[config.mk]
export PLATFORM = sky130hd
export DESIGN_NAME = sop_sweep_eval
export DESIGN_NICKNAME = d
export VERILOG_FILES = /design/src/rtl/sop_sweep_eval.sv
export SDC_FILE = /design/constraint.sdc
export NUM_CORES = 1
export LEC_CHECK = 0
export ABC_AREA = 1
export CORE_ASPECT_RATIO = 1.2
export CORE_MARGIN = 2
export CORE_UTILIZATION = 45
export DETAILED_ROUTE_END_ITERATION = 8
export PLACE_DENSITY = 0.78
export RECOVER_POWER = 100
export SETUP_SLACK_MARGIN = 0.05
export SYNTH_ARGS = -nofsm -noshare
export SYNTH_HDL_FRONTEND = slang
export SYNTH_SLANG_ARGS = --single-unit
[constraint.sdc]
create_clock -name clk -period 1.9 [get_ports clk]
set_input_delay 0.38 -clock clk [delete_from_list [all_inputs] [get_ports clk]]
set_output_delay 0.38 -clock clk [all_outputs]
set_load 0.02 [all_outputs]
[src/rtl/sop_sweep_eval.sv]
// Registered sum-of-products evaluator: runtime-programmable product terms, single-vector
// evaluation over valid/ready, and an exhaustive sweep that counts 1 outputs.
// Optional SOP_MINTERM_MAP_EN adds a per-minterm result map written during the sweep.
module sop_sweep_eval #(
   parameter int N_IN    = 5,
   parameter int N_TERMS = 3,
   parameter int IDX_W   = 2
) (
   input  logic              clk,
   input  logic              rst,
   input  logic              cfg_we,
   input  logic [IDX_W-1:0]  cfg_idx,
   input  logic              cfg_en,
   input  logic [N_IN-1:0]   cfg_care,
   input  logic [N_IN-1:0]   cfg_pol,
   input  logic              in_valid,
   input  logic [N_IN-1:0]   in_vec,
   output logic              in_ready,
   output logic              out_valid,
   output logic              out_val,
   input  logic              sweep_start,
   output logic              sweep_busy,
   output logic              sweep_done,
   output logic [N_IN:0]     ones_count
`ifdef SOP_MINTERM_MAP_EN
   ,
   output logic [2**N_IN-1:0] minterm_map
`endif
);

   localparam logic [0:0]      IDLE  = 1'b0;
   localparam logic [0:0]      SWEEP = 1'b1;
   localparam logic [N_IN-1:0] LAST  = {N_IN{1'b1}};
   localparam logic [IDX_W:0]  SLOTS = N_TERMS[IDX_W:0];

   logic [0:0]         state;
   logic [N_IN-1:0]    counter;
   logic [N_TERMS-1:0] en_q;
   logic [N_IN-1:0]    care_q [N_TERMS];
   logic [N_IN-1:0]    pol_q  [N_TERMS];
   logic [N_TERMS-1:0] term_in;
   logic [N_TERMS-1:0] term_sw;
   logic               f_in;
   logic               f_sw;
   logic               accept;
   logic               cfg_write;

   // Two copies of the term logic: one for the handshake vector, one for the sweep counter.
   for (genvar t = 0; t < N_TERMS; t++) begin : g_term
      assign term_in[t] = en_q[t] & (&(~care_q[t] | ~(in_vec  ^ pol_q[t])));
      assign term_sw[t] = en_q[t] & (&(~care_q[t] | ~(counter ^ pol_q[t])));
   end

   assign f_in       = |term_in;
   assign f_sw       = |term_sw;
   assign sweep_busy = (state == SWEEP);
   assign in_ready   = ~sweep_busy;
   assign accept     = in_valid & in_ready;
   assign cfg_write  = cfg_we & ~sweep_busy & ({1'b0, cfg_idx} < SLOTS);

   // Term slots; evaluation this cycle always sees the pre-write contents.
   always_ff @(posedge clk) begin
      if (rst) begin
         en_q <= '0;
         for (int t = 0; t < N_TERMS; t++) begin
            care_q[t] <= '0;
            pol_q[t]  <= '0;
         end
      end else if (cfg_write) begin
         en_q[cfg_idx]   <= cfg_en;
         care_q[cfg_idx] <= cfg_care;
         pol_q[cfg_idx]  <= cfg_pol;
      end
   end

   always_ff @(posedge clk) begin
      if (rst) begin
         out_valid <= 1'b0;
         out_val   <= 1'b0;
      end else begin
         out_valid <= accept;
         if (accept) begin
            out_val <= f_in;
         end
      end
   end

   // Sweep FSM: the done pulse is registered on the same edge that returns to IDLE.
   always_ff @(posedge clk) begin
      if (rst) begin
         state      <= IDLE;
         counter    <= '0;
         ones_count <= '0;
         sweep_done <= 1'b0;
      end else begin
         sweep_done <= 1'b0;
         case (state)
            IDLE: begin
               if (sweep_start) begin
                  state      <= SWEEP;
                  counter    <= '0;
                  ones_count <= '0;
               end
            end
            SWEEP: begin
               ones_count <= ones_count + {{N_IN{1'b0}}, f_sw};
               counter    <= counter + 1'b1;
               if (counter == LAST) begin
                  state      <= IDLE;
                  sweep_done <= 1'b1;
               end
            end
            default: state <= IDLE;
         endcase
      end
   end

`ifdef SOP_MINTERM_MAP_EN
   always_ff @(posedge clk) begin
      if (rst) begin
         minterm_map <= '0;
      end else if (state == IDLE && sweep_start) begin
         minterm_map <= '0;
      end else if (state == SWEEP) begin
         minterm_map[counter] <= f_sw;
      end
   end
`endif

endmodule
# == Word level (Yosys, flattened, before mapping) ==
# Memories as Yosys holds them, arrays and structs flattened.
# Index checks and enable logic that the tools add are counted.
# op_classes
add_sub_neg,2
order_cmp,3
n_eq_ne,2
muxes,22
n_bitwise,31
reduce_logical,12
# ops
op,count
$not 5->5,9
$or 5x5->5,6
$reduce_and 5->1,6
$xor 5x5->5,6
$mux 5,3
$pmux 6 s2,1
$mux 1,11
$pmux 5 s2,1
$reduce_or 5->1,2
$and 1x1->1,9
$add 6x1->6,1
$mux 6,1
$reduce_or 3->1,2
$add 5x1->5 const B,1
$eq 5x5->1 const B,1
$mux 2,2
$bwmux 3,1
$lt 2x3->1 const B,1
$demux 1 s2,1
$ge 2x1->1 const B,1
$lt 2x2->1 const B,1
$ne 2x1->1 const B,1
$pmux 1 s2,1
$reduce_or 2->1,1
other kinds (2),2
# word_totals
regBits,18
ramBits,30
inputBits,23
elab_cells,81
n_memories,2
# memory_table
memory,words,word_bits,rd,rd_clocked_by_memory_dff,wr,line,source
care_q,3,5,3,0,3,39,logic [N_IN-1:0] care_q [N_TERMS];
pol_q,3,5,3,0,3,40,logic [N_IN-1:0] pol_q [N_TERMS];

# == Longest topological paths before layout ==
# Gate-level depths: netlist (run 1).
# logic_depth
depth_word,8
mapped_depth,14
mapped_depth_nobuf,14

# == Least setup slack after synthesis (run 1) ==
# OpenSTA, ideal clock, no wires.
# synth_timing
path_type,register to register
from,reg counter[1]
to,reg ones_count[4]
setup_time_ps,115
arrival_time_ps,1540
setup_slack_ps,245
path_stages_with_launch,13
path_cell_list,dfxtp_1 -> clkbuf_2 -> o21ai_0 -> a21oi_1 -> nor2_1 -> nand3_1 -> nand3_1 -> ha_1 -> ha_1 -> nand4_1 -> nor3_1 -> a31oi_1 -> inv_1
# synth_via
elab_chain_len,8
elab_cells_between_ends,18
classes_between,1 x add/sub; 1 x mux; 12 x bitwise; 4 x reduce/logical
# synth_rtl
element,line,source
from (decl),37,logic [N_IN-1:0] counter;
from (signal assigned),107,counter <= counter + 1'b1;
$xor 5x5->5,51,assign term_sw[t] = en_q[t] & (&(~care_q[t] | ~(counter ^ pol_q[t])));
$not 5->5,51,
$or 5x5->5,51,
$reduce_and 5->1,51,
$and 1x1->1,51,
$reduce_or 3->1 *,55,assign f_sw = |term_sw;
$add 6x1->6 *,106,"ones_count <= ones_count + {{N_IN{1'b0}}, f_sw};"
$pmux 6 s2 *,97,case (state)
to (signal assigned),106,
to (decl),24,output logic [N_IN:0] ones_count
# Every way passes the cells marked *; elsewhere a longest branch is shown, timed or not.
# A chain may end at the register's enable or synchronous reset.

==> results of run 1 <==
## layout by cell type (no fill, tap or decap), types with 3 or more instances in the layout
| cell | n |
|---|---|
| inv_2 | 3 |
| a22oi_1 | 3 |
| a211oi_1 | 3 |
| nand4_1 | 5 |
| o21ai_0 | 13 |
| dfxtp_1 | 14 |
| o21ai_1 | 4 |
| buf_4 | 17 |
| nand2_1 | 63 |
| inv_1 | 39 |
| nand3_1 | 16 |
| clkdlybuf4s50_1 | 32 |
| clkbuf_8 | 5 |
| edfxtp_1 | 30 |
| nor2_1 | 68 |
| a21oi_1 | 14 |
| dfxtp_2 | 4 |
## registers in the layout (all words and copies together), names as in the netlist
name,cells
care_q,15
counter,5
en_q,3
ones_count,6
out_val,1
out_valid,1
pol_q,15
sweep_busy,1
sweep_done,1
## area by class of cell
class | count | area (um2) | share of cell area [%]
clock buffer | 5 | 68.8 | 2.27
clock inverter | 3 | 21.3 | 0.701
inverter | 43 | 161 | 5.32
multi-input combinational | 204 | 957 | 31.6
sequential | 48 | 1270 | 41.7
tap | 62 | 77.6 | 2.56
timing repair buffer | 51 | 480 | 15.8
## critical path, cell delays in order, from the launching register on
cell	delay (ns)
edfxtp_1	0.45
buf_4	0.16
nand2_1	0.05
nand3_1	0.07
o21ai_1	0.08
nor2_1	0.06
nand3b_1	0.09
nand3_2	0.09
ha_4	0.19
ha_4	0.16
nand4_1	0.10
nor3_1	0.05
a31oi_1	0.13
inv_1	0.05
## what timing repair did
| item | CTS | global route |
|---|---|---|
| endpoints found under the setup margin | 1 | 5 |
| endpoints found under the hold margin | 0 | 0 |
| pin swaps | 0 | 6 |
| gates resized for setup | 1 | 16 |
| setup buffers | 0 | 4 |
| hold buffers | 0 | 0 |
## metal layers
layer	wire [um]	share of wire (%)	up-vias
met5	0	0	-
li1	-	-	1078
met2	2730	49	66
met3	294	5.3	20
met1	2230	40	997
met4	273	4.9	0
## power by group through the flow
stage          Combinational [mW]  Clock [mW]  Sequential, mW
3_5_place_dp                0.244           0            1.21
2_1_floorplan               0.123           0            1.20
4_1_cts                     0.246       0.647            1.18
5_1_grt                     0.286       0.695            1.19
6_report                    0.255       0.631            1.19
3_3_place_gp                0.239           0            1.21
## cell families after synthesis
| family | share of synthesized area (%) |
|---|---|
| DFF | 53.0 |
| buffers and inverters | 8.42 |
| and+or+nand+nor | 26.9 |
| AOI/OAI and AO/OA | 9.52 |
| adders and majority gates | 2.10 |
## final timing paths
kind                              from  depth (start not counted)                    endpoint
max          pol_q[0][0]$_SDFFCE_PN0P_                         13  ones_count[4]$_SDFFE_PP0P_
min               en_q[1]$_SDFFE_PP0P_                          2        en_q[1]$_SDFFE_PP0P_
max reg2reg  pol_q[0][0]$_SDFFCE_PN0P_                         13  ones_count[4]$_SDFFE_PP0P_
min reg2reg       en_q[1]$_SDFFE_PP0P_                          2        en_q[1]$_SDFFE_PP0P_
==> summary.md, run 1 <==
| Metric | Value |
|---|---|
| Status | `finished, final reports clean` |
| Final setup viols | `0` |
| Critical-path maximum fanout | `3` |
| Largest net degree at the start of global routing | `17` |
| Most used DFF post-synth | `edfxtp_1` |
| Clock power share | `30.4%` |
| Total GRT Usage | `19.9%` |
| Setup_tns | `0 ns` |
| Post-route core utilization | `58.5%` |
| Total power | `2.07 mW` |
| Vias | `2,161` |
| Synth cell types | `24` |
| Remaining antenna violation count | `0` |
| Yosys Warn Count | `0` |
| Post-synth EDFFs | `30` |
| Sequential area share after synthesis | `53.0%` |
| Overall die height | `83.6 um` |
| Startpoint types | `register` |
| Leak | `1.34 nW` |
| Internal power | `1.53 mW` |
| Clock Sinks | `48` |
| R2R Setup Slk | `0.07 ns` |
| Fmax | `0.546 GHz` |
| # fillers | `466` |
| Area grow syn2layout | `27.5%` |
| Final slew viol count | `0` |
| Tmin final | `1.83 ns` |
| Vias in the first global route | `2,041` |
| Core area | `5190 um2` |
| M3 GR Usage | `3.99%` |
| Critical Path AT | `2.04 ns` |
| Non-filler cells, final | `416` |
| Final worst slack | `0.0679 ns` |
| TritonRoute pass-1 iters | `4` |
| DP Worst Slack | `0.0418 ns` |
| RSZ-0062 raised after global routing | `yes` |
| Dpl hpwl | `4240 um` |
| Vias/cell | `5.19` |
| Worst slew pin tran | `0.395 ns` |
| Clock-pin transition on the worst setup and hold timing paths | `0.09 ns` |
| RePlAce Congestion | `0.902` |
| Layout cells sized above 1 | `10.7%` |
| Post-Place Cells | `404` |
| Hold_ws | `0.516 ns` |
| H-tree levels | `2` |
| Initial Util | `45.8%` |
| Yosys reg bits | `48` |
| Seq pwr share | `57.3%` |
| Synth area leaders | `edfxtp_1 (38%), dfxtp_1 (15%), nor2_1 (11%)` |
| IO Port Bufs | `33` |
| Non-Filler Cell Area, Final | `3030 um2` |
| IO Count | `34` |
| Most frequent cells after synthesis | `nor2_1 (69), nand2_1 (64), inv_1 (41)` |
| Max Cap Viol | `0` |
| CTS buffer count | `5` |
| Fin nets | `380` |
| Worst Hold Class | `register to register` |
| Row Count | `29` |
| Crit Path Class | `register to register` |
| Met1 Usage GRT | `22.4%` |
| Clk buf depth | `2` |
| Dominant cell type by area after synthesis | `edfxtp_1` |
| Busiest grt layer | `met2` |
| Synthesized cell area | `2380 um2` |
| Initial drt markers | `135` |
| Count leader, synth | `nor2_1` |
| Synthesized Nets | `329` |
| Drt drc | `0` |
| Overflow after GRT | `0` |
| Gate power share | `12.3%` |
| Power Density | `683 nW/um2` |
| Grt met2 use | `34.4%` |
| Syn Inst Count | `302` |
| Ant diodes | `0` |
| Mean Syn Cell Area | `7.88 um2` |
| Die width | `70.4 um` |
| Clock skew | `0.00692 ns` |
| Area post-placement | `2870 um2` |
| Die area | `5890 um2` |
| Async S/R FF share, synth | `0%` |
| Initial antenna violation count | `0` |
| Per-cell routed wire length | `13.3 um` |
| TritonCTS clock tree | `done` |
| Fin crit share | `96.4%` |
| Worst IR Drop VDD | `0.430 mV` |
| DRT Wirelength | `5530 um` |
| Worst-Skew Late Latency | `0.31 ns` |
| CP Capture Type | `register` |
| Clk root buf | `clkbuf_8` |
| Max-slew headroom | `73.6%` |
| Worst EP required | `2.11 ns` |
| First-pass GRT wire length | `9070 um` |
| Sw Ratio | `26.1%` |
| Synth top area share | `37.9%` |
| Net Switching | `0.540 mW` |
| Hold Fails Final Rpt | `0` |
Power figures use the tool's default switching activity.
==> run 2: changes to the inputs <==
--- a/config.mk
+++ b/config.mk
@@ -10,6 +10,7 @@
 export CORE_MARGIN = 2
 export CORE_UTILIZATION = 45
 export DETAILED_ROUTE_END_ITERATION = 8
+export GPL_TIMING_DRIVEN = 0
 export PLACE_DENSITY = 0.78
 export RECOVER_POWER = 100
 export SETUP_SLACK_MARGIN = 0.05
==> constraint.sdc (replaced) <==
create_clock -name clk -period 1.9 [get_ports clk]
set_input_delay 0.38 -clock clk [delete_from_list [all_inputs] [get_ports clk]]
set_output_delay 0.38 -clock clk [all_outputs]
set_load 0.05 [all_outputs]
==> summary.md, run 2 (synthesis gave the netlist of run 1 again) <==
| Metric | Value |
|---|---|
| DP Worst Slack | `-0.472 ns (-0.514 ns)` |
| Worst Path Buf+Inv | `2 (unchanged)` |
| Leak | `1.32 nW (-1.9%)` |
| Most frequent cells in the layout | `nor2_1 (68), nand2_1 (63), inv_1 (41)` |
| Clk root buf | `clkbuf_8` |
| Clock skew | `0.00390 ns (-0.00302 ns)` |
| Cell breakdown of the critical path | `inv_1 > nand2_1 > nand3_2 > o21ai_1 > nor2_1 > nand3b_1 > nand3_2 > ha_4 > nand4_1 > nor2_2 > nand2_1 > o21ai_1 > inv_1` |
| Crit Path Class | `register to register` |
| Core area | `5190 um2 (unchanged)` |
| Hold Fails Final Rpt | `0 (unchanged)` |
| Clock-pin transition on the worst setup and hold timing paths | `0.09 ns (about the same)` |
| Vias/cell | `5.08 (-2.1%)` |
| Worst IR Drop VDD | `0.491 mV (+14%)` |
| Non-filler cells, final | `407 (-2.2%)` |
| Ant diodes | `0 (unchanged)` |
| Critical-path maximum fanout | `3 (unchanged)` |
| First-pass GRT wire length | `8730 um (-3.7%)` |
| Clk buf depth | `2 (unchanged)` |
| Worst Hold Class | `register to register` |
| Final worst slack | `0.0527 ns (-0.0152 ns)` |
| Area grow syn2layout | `24.3%` |
| RePlAce Congestion | `0.790 (-12%)` |
| Area post-placement | `2790 um2 (-2.8%)` |
| H-tree levels | `2 (unchanged)` |
| Final setup viols | `0 (unchanged)` |
| Remaining antenna violation count | `0 (unchanged)` |
| Initial Util | `45.8% (unchanged)` |
| Post-Place Cells | `397 (-1.7%)` |
| Overflow after GRT | `0 (unchanged)` |
| IO Port Bufs | `33 (unchanged)` |
| Die width | `70.4 um (unchanged)` |
| Vias | `2,069 (-4.3%)` |
| Fin crit share | `97.2% (+0.80 points)` |
| Max Cap Viol | `0 (unchanged)` |
| Commonest non-fill, non-tap cell in the layout | `nor2_1` |
| RSZ-0062 raised after global routing | `yes` |
| Status | `finished, final reports clean` |
| Max-slew headroom | `59.5% (-14 points)` |
| TritonRoute pass-1 iters | `4 (unchanged)` |
| Total GRT Usage | `18.9% (-0.98 points)` |
| Vias in the first global route | `1,990 (-2.5%)` |
| Largest regs | `care_q: 15 flops, pol_q: 15 flops, ones_count: 6 flops` |
| Slowest CP cell | `edfxtp_1` |
| Critical Path AT | `2.06 ns (+0.02 ns)` |
| Fin nets | `371 (-2.4%)` |
| Max stage delay on crit path | `0.43 ns (-0.02 ns)` |
| Largest net degree at the start of global routing | `17 (unchanged)` |
| IO Count | `34 (unchanged)` |
| Overall die height | `83.6 um (unchanged)` |
| Dpl hpwl | `3970 um (-6.5%)` |
| Hold Buf Count CTS | `0 (unchanged)` |
| Layout cells sized above 1 | `8.99% (-1.7 points)` |
| Fmax | `0.541 GHz (-0.82%)` |
| Row Count | `29 (unchanged)` |
| CTS buffer count | `5 (unchanged)` |
| Startpoint types | `register` |
| Worst slew pin tran | `0.611 ns (+0.216 ns)` |
| Die area | `5890 um2 (unchanged)` |
| Worst-Skew Late Latency | `0.31 ns (about the same)` |
| Tmin final | `1.85 ns (+0.0152 ns)` |
| DRT Wirelength | `5420 um (-2.1%)` |
| Power Density | `698 nW/um2 (+2.2%)` |
| Worst EP required | `2.11 ns (about the same)` |
| Cell family with most CP delay | `simple AND/OR/NAND/NOR gates` |
| Clock Sinks | `48 (unchanged)` |
| CP Capture Type | `register` |
| Drt drc | `0 (unchanged)` |
| Non-Filler Cell Area, Final | `2960 um2 (-2.5%)` |
| Post-route core utilization | `57.0% (-1.5 points)` |
| Initial drt markers | `95 (-30%)` |
| Per-cell routed wire length | `13.3 um (+0.10%)` |
| TritonCTS clock tree | `done` |
| Hold_ws | `0.516 ns (-0.000501 ns)` |
| Final slew viol count | `0 (unchanged)` |
| Initial antenna violation count | `0 (unchanged)` |
==> run 2: cell count changes in the layout (fill, tap and decap cells not counted), moves of 3 or more <==
cell / previous run / this run
dlygate4sd2_1: 0 / 8
clkdlybuf4s50_1: 32 / 22
o21ai_0: 13 / 10
clkbuf_1: 0 / 3
buf_4: 17 / 3
==> run 2: worst register-to-register path, delay by kind of cell, from the launching register on <==
kind | cells | cell delay, ns
AOI/OAI and AO/OA | 2 | 0.19
adders and majority gates | 1 | 0.14
buffers and inverters | 2 | 0.13
DFF | 1 | 0.43
and+or+nand+nor | 8 | 0.86
==> run 2: metal layers <==
| layer | global-route usage, % | vias to the layer above | part of all wire [%] |
|---|---|---|---|
| met1 | 21.1 | 943 | 42 |
| met2 | 34.6 | 50 | 51 |
| met4 | 7.17 | 0 | 2.2 |
| met3 | 3.86 | 11 | 4.6 |
| li1 | - | 1065 | - |
| met5 | 0 | - | 0 |
==> run 2: cell type report <==
cell class / instances / area [um2]
plain buffers: 7 / 53.8
clock buffers: 5 / 68.8
clock inverters: 3 / 21.3
fillers: 474 / 2230
inverters: 43 / 165
multi-input cells: 204 / 978
flip-flops and latches: 48 / 1270
well taps: 62 / 77.6
repair buffers: 35 / 325
==> run 2: power breakdown <==
group,internal (mW),switching [mW]
Combinational,0.0970,0.151
Clock,0.265,0.367
Sequential,1.15,0.0350
==> run 2: timing repair <==
action,4_1_cts,5_1_grt
setup endpoints to repair,21,25
setup buffers,1,1
pin swaps,4,8
gates resized for setup,22,18
gates cloned,0,0
==> run 2: per-stage QoR <==
stage	setup TNS, ns	total power, mW
after global placement	-7.51	1.44
after global routing	-0.183	2.14
final	0	2.06
after detailed placement	-10.44	1.45
after CTS	0	2.07
after floorplan	0	1.34
==> run 2: final timing paths <==
check,from,endpoint,slack [ns],cells after the start
setup / recovery,pol_q[0][2]$_SDFFCE_PN0P_,ones_count[5]$_SDFFE_PP0P_,0.05,13
hold / removal,ones_count[2]$_SDFFE_PP0P_,ones_count[2]$_SDFFE_PP0P_,0.52,2
setup reg to reg,pol_q[0][2]$_SDFFCE_PN0P_,ones_count[5]$_SDFFE_PP0P_,0.05,13
hold reg to reg,ones_count[2]$_SDFFE_PP0P_,ones_count[2]$_SDFFE_PP0P_,0.52,2
==> run 3: changes to the inputs <==
--- a/config.mk
+++ b/config.mk
@@ -11,7 +11,7 @@
 export CORE_UTILIZATION = 45
 export DETAILED_ROUTE_END_ITERATION = 8
 export GPL_TIMING_DRIVEN = 0
-export PLACE_DENSITY = 0.78
+export PLACE_DENSITY = 0.67
 export RECOVER_POWER = 100
 export SETUP_SLACK_MARGIN = 0.05
 export SYNTH_ARGS = -nofsm -noshare
==> summary.md, run 3 (synthesis gave the netlist of run 1 again) <==
| Metric | Value |
|---|---|
| Largest regs | `care_q: 15 flops, pol_q: 15 flops, ones_count: 6 flops` |
| IO Port Bufs | `33 (unchanged)` |
| Max Cap Viol | `0 (unchanged)` |
| Leak | `1.35 nW (+2.4%)` |
| Commonest non-fill, non-tap cell in the layout | `nor2_1` |
| Total power | `2.20 mW (+6.8%)` |
| DP Worst Slack | `-0.433 ns (+0.0386 ns)` |
| Row Count | `29 (unchanged)` |
| Power Density | `733 nW/um2 (+5.0%)` |
| Worst IR Drop VDD | `0.476 mV (-3.2%)` |
| Cell breakdown of the critical path | `inv_1 > nand2_1 > nand3_2 > o21ai_1 > nor2_1 > nand3b_1 > nand3_1 > ha_2 > nand4_1 > buf_4 > a211oi_2` |
| Final setup viols | `0 (unchanged)` |
| Status | `finished, final reports clean` |
| Die area | `5890 um2 (unchanged)` |
| Worst Hold Class | `register to register` |
| Vias | `2,079 (+0.48%)` |
| Worst reg2reg path endpoint | `ones_count[3]$_SDFFE_PP0P_` |
| Layout cells sized above 1 | `10.3% (+1.3 points)` |
| Final slew viol count | `0 (unchanged)` |
| Area post-placement | `2790 um2 (unchanged)` |
| Clk root buf | `clkbuf_8` |
| First-pass GRT wire length | `8740 um (about the same)` |
| Core area | `5190 um2 (unchanged)` |
| DRT Wirelength | `5430 um (+0.26%)` |
| Die width | `70.4 um (unchanged)` |
| Area grow syn2layout | `26.4%` |
| Hold Fails Final Rpt | `0 (unchanged)` |
| Total GRT Usage | `18.9% (+0.019 points)` |
| Vias in the first global route | `1,913 (-3.9%)` |
| CTS buffer count | `5 (unchanged)` |
| Initial antenna violation count | `0 (unchanged)` |
| TritonCTS clock tree | `done` |
| Stages on worst setup path | `11 (-2)` |
| Remaining antenna violation count | `0 (unchanged)` |
| # fillers | `476 (+0.42%)` |
| Clk buf depth | `2 (unchanged)` |
| Initial drt markers | `68 (-28%)` |
| Worst slew pin tran | `0.600 ns (-0.0111 ns)` |
| Critical-path maximum fanout | `3 (unchanged)` |
| R2R Setup Slk | `0.09 ns (+0.04 ns)` |
| RePlAce Congestion | `0.868 (+9.9%)` |
| IO Count | `34 (unchanged)` |
| Clock Sinks | `48 (unchanged)` |
| Hold Buf Count CTS | `0 (unchanged)` |
| Overall die height | `83.6 um (unchanged)` |
| Critical Path AT | `2.03 ns (-0.03 ns)` |
| Dpl hpwl | `3980 um (+0.29%)` |
| CP Capture Type | `register` |
| Most frequent cells in the layout | `nor2_1 (67), nand2_1 (63), inv_1 (42)` |
| Ant diodes | `0 (unchanged)` |
| Crit. Startpoint | `pol_q[0][2]$_SDFFCE_PN0P_` |
| Startpoint types | `register` |
| RSZ-0062 raised after global routing | `yes` |
| Post-Place Cells | `397 (unchanged)` |
| Post-route core utilization | `57.9% (+0.96 points)` |
| TritonRoute pass-1 iters | `4 (unchanged)` |
| Drt drc | `0 (unchanged)` |
| Fmax | `0.552 GHz (+2.0%)` |
| Worst EP required | `2.12 ns (about the same)` |
| Largest net degree at the start of global routing | `15 (-2)` |
| Max stage delay on crit path | `0.41 ns (-0.02 ns)` |
| Cell family with most CP delay | `simple AND/OR/NAND/NOR gates` |
| Fin nets | `375 (+1.1%)` |
| RR Startpoint | `pol_q[0][2]$_SDFFCE_PN0P_` |
| Worst Setup EP | `ones_count[3]$_SDFFE_PP0P_` |
| Tmin final | `1.81 ns (-0.0361 ns)` |
| Non-filler cells, final | `411 (+0.98%)` |
| R2R depth | `11 (-2)` |
| Initial Util | `45.8% (unchanged)` |
| Per-cell routed wire length | `13.2 um (-0.72%)` |
| Clock-pin transition on the worst setup and hold timing paths | `0.09 ns (about the same)` |
| Worst-Skew Late Latency | `0.30 ns (about the same)` |
| Final worst slack | `0.0888 ns (+0.0361 ns)` |
| Slowest CP cell | `edfxtp_1` |
| Clock skew | `0.00650 ns (+0.00259 ns)` |
| Fin crit share | `95.3% (-1.9 points)` |
| Crit Path Class | `register to register` |
| H-tree levels | `2 (unchanged)` |
| Max-slew headroom | `60.2% (+0.74 points)` |
| Worst Path Buf+Inv | `2 (unchanged)` |
| Overflow after GRT | `0 (unchanged)` |
| Vias/cell | `5.06 (-0.49%)` |
| Non-Filler Cell Area, Final | `3010 um2 (+1.7%)` |
[run 3: changes by cell type in the layout (fill, tap and decap cells not counted), sizes merged]
cell / delta
bufinv: +1
inv: -2
clkbuf: -1
buf: +6
clkdlybuf4s50: +1
dlygate4sd3: -1
[run 3: how the worst min path moves through the flow]
stage | endpoint | slack, ns | start | depth (start not counted)
6_report | ones_count[2]$_SDFFE_PP0P_ | 0.50 | ones_count[2]$_SDFFE_PP0P_ | 2
5_1_grt | ones_count[2]$_SDFFE_PP0P_ | 0.53 | ones_count[2]$_SDFFE_PP0P_ | 2
4_1_cts | ones_count[2]$_SDFFE_PP0P_ | 0.50 | ones_count[2]$_SDFFE_PP0P_ | 2
3_5_place_dp | ones_count[2]$_SDFFE_PP0P_ | 0.49 | ones_count[2]$_SDFFE_PP0P_ | 2
3_3_place_gp | ones_count[2]$_SDFFE_PP0P_ | 0.49 | ones_count[2]$_SDFFE_PP0P_ | 2
2_1_floorplan | en_q[1]$_SDFFE_PP0P_ | 0.47 | en_q[1]$_SDFFE_PP0P_ | 2
[run 3: power by group]
| part | internal (mW) | total [mW] | switching (mW) |
|---|---|---|---|
| registers | 1.15 | 1.18 | 0.0337 |
| clock network | 0.424 | 0.770 | 0.346 |
| logic | 0.102 | 0.253 | 0.151 |
[run 3: area by class of cell]
class                   instances  area (um2)  area share, %
repair buffers                 39         359           11.9
plain buffers                   7        51.3           1.71
clock inverters                 2        33.8           1.12
clock buffers                   6        82.6           2.75
inverters                      43         165           5.49
well taps                      62        77.6           2.58
flip-flops and latches         48        1270           42.3
multi-input cells             204         966           32.1
[run 3: timing repair]
action,4_1_cts,5_1_grt
endpoints found under the setup margin,21,36
hold endpoints to repair,0,0
gates resized for setup,19,22
setup buffers,1,5
pin swaps,1,5
[run 3: layer usage]
metal | vias to the layer above | track usage (%) | part of all wire [%]
li1 | 1077 | - | -
met1 | 947 | 23.6 | 43
met2 | 43 | 32.2 | 49
met3 | 12 | 3.38 | 4.2
met4 | 0 | 7.69 | 3.6
met5 | - | 0 | 0
[run 3: through the flow]
stage / setup TNS, ns / hold slack, ns
final: 0 / 0.503
after global routing: -0.0276 / 0.530
after CTS: 0 / 0.503
after detailed placement: -9.75 / 0.492
after global placement: -8.71 / 0.491
after floorplan: 0 / 0.468
[run 3: worst min-delay path, delay by kind of cell (launching register included)]
| family | cells | cell delay [ns] |
|---|---|---|
| AO/OA/AOI/OAI | 1 | 0.05 |
| buffers and inverters | 1 | 0.07 |
| flip-flops | 1 | 0.34 |
==> variant 1, RTL diff (settings of run 3) <==
Build with the macro `SOP_MINTERM_MAP_EN` defined.
--- a/src/rtl/sop_sweep_eval.sv
+++ b/src/rtl/sop_sweep_eval.sv
@@ -3,2 +3,4 @@
 // Optional SOP_MINTERM_MAP_EN adds a per-minterm result map written during the sweep.
+`define SOP_MINTERM_MAP_EN
+
 module sop_sweep_eval #(
Behaviour (old outputs only; new: minterm_map): unchanged (Yosys induction, for registers that start in step).
==> variant 1 against run 3 <==
Clock power increased by 49%; sequential cell count rose by 32; setup slack better by 64 ps; highest routed layer unchanged; combinational power grew 35%; cell area increased by 71%; largest cell class unchanged; total power is 52% higher; wire length is 71% higher; synthesized area increased by 73%.
==> variant 1: results (changes against run 3) <==
- VDD IR max: 0.446 mV (was 0.476 mV)
- Area growth syn-to-layout: 25.1% (was 26.4%)
- H-tree depth: 3 (was 2)
- Ys async rst share: 0 (unchanged)
- DRT iter0 DRCs: 125 (was 68)
- Kind of cell adding the most delay to the critical path: simple AND/OR/NAND/NOR gates (unchanged)
- Post-synth EDFFs: 30 (unchanged)
- Crit-path max FO: 4 (was 3)
- CTS Buf Count: 9 (was 5)
- CTS resizes: 46 (was 19)
- Worst-Skew Late Latency: 360 ps (was 300 ps)
- Cell count after synthesis: 539 (was 302)
- LEAKAGE: 2.23 nW (was 1.35 nW)
- Placed cell area: 0.00494 mm^2 (was 0.00279 mm^2)
- Top post-synthesis cells by count: 127 x nor2_1, 84 x nand2_1, 72 x inv_1 (was 69 x nor2_1, 64 x nand2_1, 41 x inv_1)
- N_diodes: 0 (unchanged)
- Initial antenna violation count: 0 (unchanged)
- Post-synthesis sequential area ratio: 0.463 (was 0.530)
- Worst path max stage delay: 430 ps (was 410 ps)
- TritonRoute pass-1 iters: 4 (unchanged)
- Avg WL per Cell: 12.4 um (was 13.2 um)
- Top post-synthesis cells by area: dfxtp_1 24%, edfxtp_1 22%, nor2_1 12%, nor2_2 9.1%, nand2_1 7.7% (was edfxtp_1 38%, dfxtp_1 15%, nor2_1 11%, nand2_1 10%, inv_1 6.5%)
- Synth Net Count: 569 (was 329)
- First-pass GRT wire length: 15400 um (was 8740 um)
- Tot GR Track Use: 0.198 (was 0.189)
- Worst hold path class: in2reg (was reg2reg)
- DP HPWL: 7040 um (was 3980 um)
- Placed Instances: 723 (was 397)
- Largest regs: minterm_map (32), care_q (15), pol_q (15) (was care_q (15), pol_q (15), ones_count (6))
- Fillers: 912 (was 476)
- Outcome: complete, no violations (unchanged)
- Cell variety after synth: 31 (was 24)
- DP Worst Slack: -159 ps (was -433 ps)
- Fin nets: 653 (was 375)
- Worst rel slew slack: 0.639 (was 0.602)
- CP arrival: 2010 ps (was 2030 ps)
- Layout cells sized above 1: 0.194 (was 0.103)
- Clock tree buffer depth: 2 (unchanged)
- Largest net degree at the start of global routing: 14 (was 15)
- CTS Root Cell: clkbuf_8 (unchanged)
- Skew final: 12.5 ps (was 6.50 ps)
- Via Count: 3534 (was 2079)
- Placer congestion estimate: 0.959 (was 0.868)
- Clock-pin slew on the worst setup and hold paths: 90 ps (about the same)
- Fin cells: 748 (was 411)
- CP max-delay cell: edfxtp_1 (unchanged)
- Yosys Warn Count: 0 (unchanged)
- I/O Buffers: 64 (was 33)
- Post-CTS setup buffer count: 3 (was 1)
- Number of global-route vias before repair: 3282 (was 1913)
-- variant 1: changes by cell type in the layout (fill, tap and decap cells not counted), moves of 4 or more --
cell,delta
nand2_2,+5
clkbuf_8,+4
o21ai_0,+24
o21ai_1,-6
nor2_1,+54
clkbuf_1,+6
dlygate4sd2_1,+34
dfxtp_1,+32
inv_1,+33
nor2_2,+64
nand2_1,+21
a21oi_1,-6
-- variant 1: path summary, 6_finish.rpt --
kind,from,cells after the start,end,slack (ps)
worst min register to register,ones_count[5],2,ones_count[5],480
worst min-delay path,rst,2,counter[4],330
worst max-delay path,pol_q[0][4],10,ones_count[5],150
worst max register to register,pol_q[0][4],10,ones_count[5],150
-- variant 1: power breakdown --
group / internal [mW] / switching (mW)
Combinational: 0.126 / 0.214
Clock: 0.508 / 0.644
Sequential: 1.82 / 0.0348
Total: 2.45 / 0.894
-- variant 1: final cells by class --
type                            count  share of cell area
Buffer                             13              0.0197
Tap cell                          120              0.0292
Multi-Input combinational cell    366               0.357
Clock inverter                      5             0.00584
Clock buffer                       11              0.0275
Timing Repair Buffer               75               0.130
Inverter                           78              0.0589
Sequential cell                    80               0.372
-- variant 1: metal layers --
metal  wire, um  part of all wire  up-vias  global-route usage
met5          0                 0        -                   0
met4        244             0.026        0               0.101
met3        361             0.039       16              0.0297
met2       4750              0.51       63               0.359
met1       3930              0.42     1622               0.229
li1           -                 -     1833                   -
-- variant 1: kinds of logic (layout without fill, tap and decap cells) --
kind of cell,Yosys count,after routing,synth area share
flops,80,80,0.463
buf+inv,93,182,0.106
simple gates,305,305,0.337
xor+xnor,1,1,0.00213
fa+ha+maj,7,7,0.0213
compound gates,53,53,0.0703
==> variant 2, RTL diff (settings of run 3) <==
Without the edit above. Put one more register stage on the output `ones_count`, without a reset. The value now appears one clock later. The other outputs are not delayed to match.
--- a/src/rtl/sop_sweep_eval.sv
+++ b/src/rtl/sop_sweep_eval.sv
@@ -34,2 +34,4 @@
    localparam logic [IDX_W:0]  SLOTS = N_TERMS[IDX_W:0];
+
+   logic [N_IN:0] ones_count_s0;
 
@@ -92,3 +94,3 @@
          counter    <= '0;
-         ones_count <= '0;
+         ones_count_s0 <= '0;
          sweep_done <= 1'b0;
@@ -101,3 +103,3 @@
                   counter    <= '0;
-                  ones_count <= '0;
+                  ones_count_s0 <= '0;
                end
@@ -105,3 +107,3 @@
             SWEEP: begin
-               ones_count <= ones_count + {{N_IN{1'b0}}, f_sw};
+               ones_count_s0 <= ones_count_s0 + {{N_IN{1'b0}}, f_sw};
                counter    <= counter + 1'b1;
@@ -129,2 +131,6 @@
 
+   always_ff @(posedge clk) begin
+      ones_count <= ones_count_s0;
+   end
+
 endmodule
Behaviour: not the same (a bounded check fails within 4 cycles, from zero or initial values and one cycle with rst high).
==> variant 2 against run 3 <==
Register-to-register slack better by 30 ps; setup slack worse by 40 ps; non-clock buffer count up 2; sequential power grew 11%; clock power fell by 21%; wire length up 2.3%; sequential cell count grew 6; synthesized area rose by 8.7%; cell count up 2.9%; first-iteration DRC count rose by 19%; cell area grew 5.8%; total power shrank 0.59%; clock skew fell by 1.0 ps; largest cell class unchanged.
==> variant 2: results (changes against run 3) <==
- Top post-synthesis cells by area: edfxtp_1 35%, dfxtp_1 19%, nand2_1 9.3%, nor2_1 8.9%, inv_1 5.7% (was edfxtp_1 38%, dfxtp_1 15%, nor2_1 11%, nand2_1 10%, inv_1 6.5%)
- DRT iter0 DRCs: 81 (was 68)
- Skew final: 5.49 ps (was 6.50 ps)
- Post-synthesis sequential area ratio: 0.534 (was 0.530)
- I/O Buffers: 33 (unchanged)
- Fin cells: 423 (was 411)
- N_diodes: 0 (unchanged)
- Worst path max stage delay: 570 ps (was 410 ps)
- CP arrival: 1470 ps (was 2030 ps)
- H-tree depth: 2 (unchanged)
- Placed cell area: 0.00300 mm^2 (was 0.00279 mm^2)
- Clock-pin slew on the worst setup and hold paths: 90 ps (about the same)
- Layout cells sized above 1: 0.150 (was 0.103)
- LEAKAGE: 1.35 nW (about the same)
- Outcome: complete, no violations (unchanged)
- First-pass GRT wire length: 9050 um (was 8740 um)
- Via Count: 2124 (was 2079)
- Crit-path max FO: 5 (was 3)
- Worst rel slew slack: 0.607 (was 0.602)
- Synth Flop Type: edfxtp_1 (unchanged)
- GR Util met1: 0.221 (was 0.236)
- Largest regs: care_q (15), pol_q (15) (was care_q (15), pol_q (15), ones_count (6))
- Number of global-route vias before repair: 1965 (was 1913)
- Top post-synthesis cells by count: 64 x nand2_1, 61 x nor2_1, 39 x inv_1 (was 69 x nor2_1, 64 x nand2_1, 41 x inv_1)
- Grt met3 use: 0.0347 (was 0.0338)
- Kind of cell adding the most delay to the critical path: buffers and inverters (was simple AND/OR/NAND/NOR gates)
- CTS Buf Count: 5 (unchanged)
- Synth Net Count: 336 (was 329)
- Cell variety after synth: 30 (was 24)
- Placed Instances: 406 (was 397)
- CP max-delay cell: dlygate4sd2_1 (was edfxtp_1)
- Largest net degree at the start of global routing: 16 (was 15)
- VDD IR max: 0.448 mV (was 0.476 mV)
- Post-synth EDFFs: 30 (unchanged)
- Cell count after synthesis: 309 (was 302)
- Placer congestion estimate: 0.870 (was 0.868)
- Avg WL per Cell: 13.1 um (was 13.2 um)
- Fin nets: 385 (was 375)
- Met2 usage: 0.330 (was 0.322)
- DP HPWL: 4010 um (was 3980 um)
- Tot GR Track Use: 0.189 (about the same)
- Worst hold path class: reg2reg (unchanged)
==> variant 2: cell count changes after synthesis, moves of 3 or more <==
cell	delta
nor2_2	+11
nor2_1	-8
dfxtp_1	+6
o21ai_0	-6
a21oi_1	+3
buf_6	+3
nand4_1	-3
==> variant 2: per-stage QoR <==
step | setup slack (ps) | power [mW] | utilization | TNS [ps]
after global placement | -178 | 1.60 | 0.536 | -4420
after floorplan | 93.2 | 1.49 | - | 0
after detailed placement | -226 | 1.60 | 0.536 | -5850
after global routing | -7.01 | 2.29 | 0.569 | -7.01
after CTS | 50.7 | 2.20 | 0.556 | 0
final | 48.4 | 2.19 | 0.569 | 0
==> variant 2: metal layers <==
layer / routed length (um) / up-vias
li1: - / 1097
met1: 2280 / 970
met2: 2890 / 43
met3: 184 / 14
met4: 194 / 0
met5: 0 / -
==> variant 2: worst paths after layout <==
check,from,to,slack [ps],depth (start not counted)
setup reg to reg,counter[3],ones_count_s0[4],120,12
hold reg to reg,ones_count_s0[4],ones_count[4],370,0
setup / recovery,sweep_busy,in_ready,50,2
hold / removal,ones_count_s0[4],ones_count[4],370,0
==> variant 2: layout make-up <==
| type | instances | area, um^2 |
|---|---|---|
| repair buffers | 42 | 389 |
| clock buffers | 6 | 72.6 |
| fillers | 540 | 2410 |
| clock inverters | 2 | 8.76 |
| well taps | 64 | 80.1 |
| flip-flops and latches | 54 | 1390 |
| inverters | 42 | 158 |
| multi-input cells | 207 | 1050 |
| plain buffers | 6 | 33.8 |
==> variant 2: where the power goes <==
part           switching (mW)  leakage, nW  internal, mW  total (mW)
logic                   0.164        0.808         0.111       0.275
clock network           0.352       0.0426         0.254       0.606
registers              0.0329        0.502          1.28        1.31
total                   0.548         1.35          1.64        2.19
==> variant 2: cell families after synthesis <==
family,share of synthesized area
xor gates and xnor gates,0.00678
AOI/OAI and AO/OA,0.0833
and+or+nand+nor,0.275
buffers and inverters,0.0808
DFF,0.534
adders and majority gates,0.0194
==> variant 2: repair_timing <==
item	in CTS	in global routing
resized for setup	13	18
buffers inserted	1	8
setup endpoints to repair	5	26
pin swaps	2	12
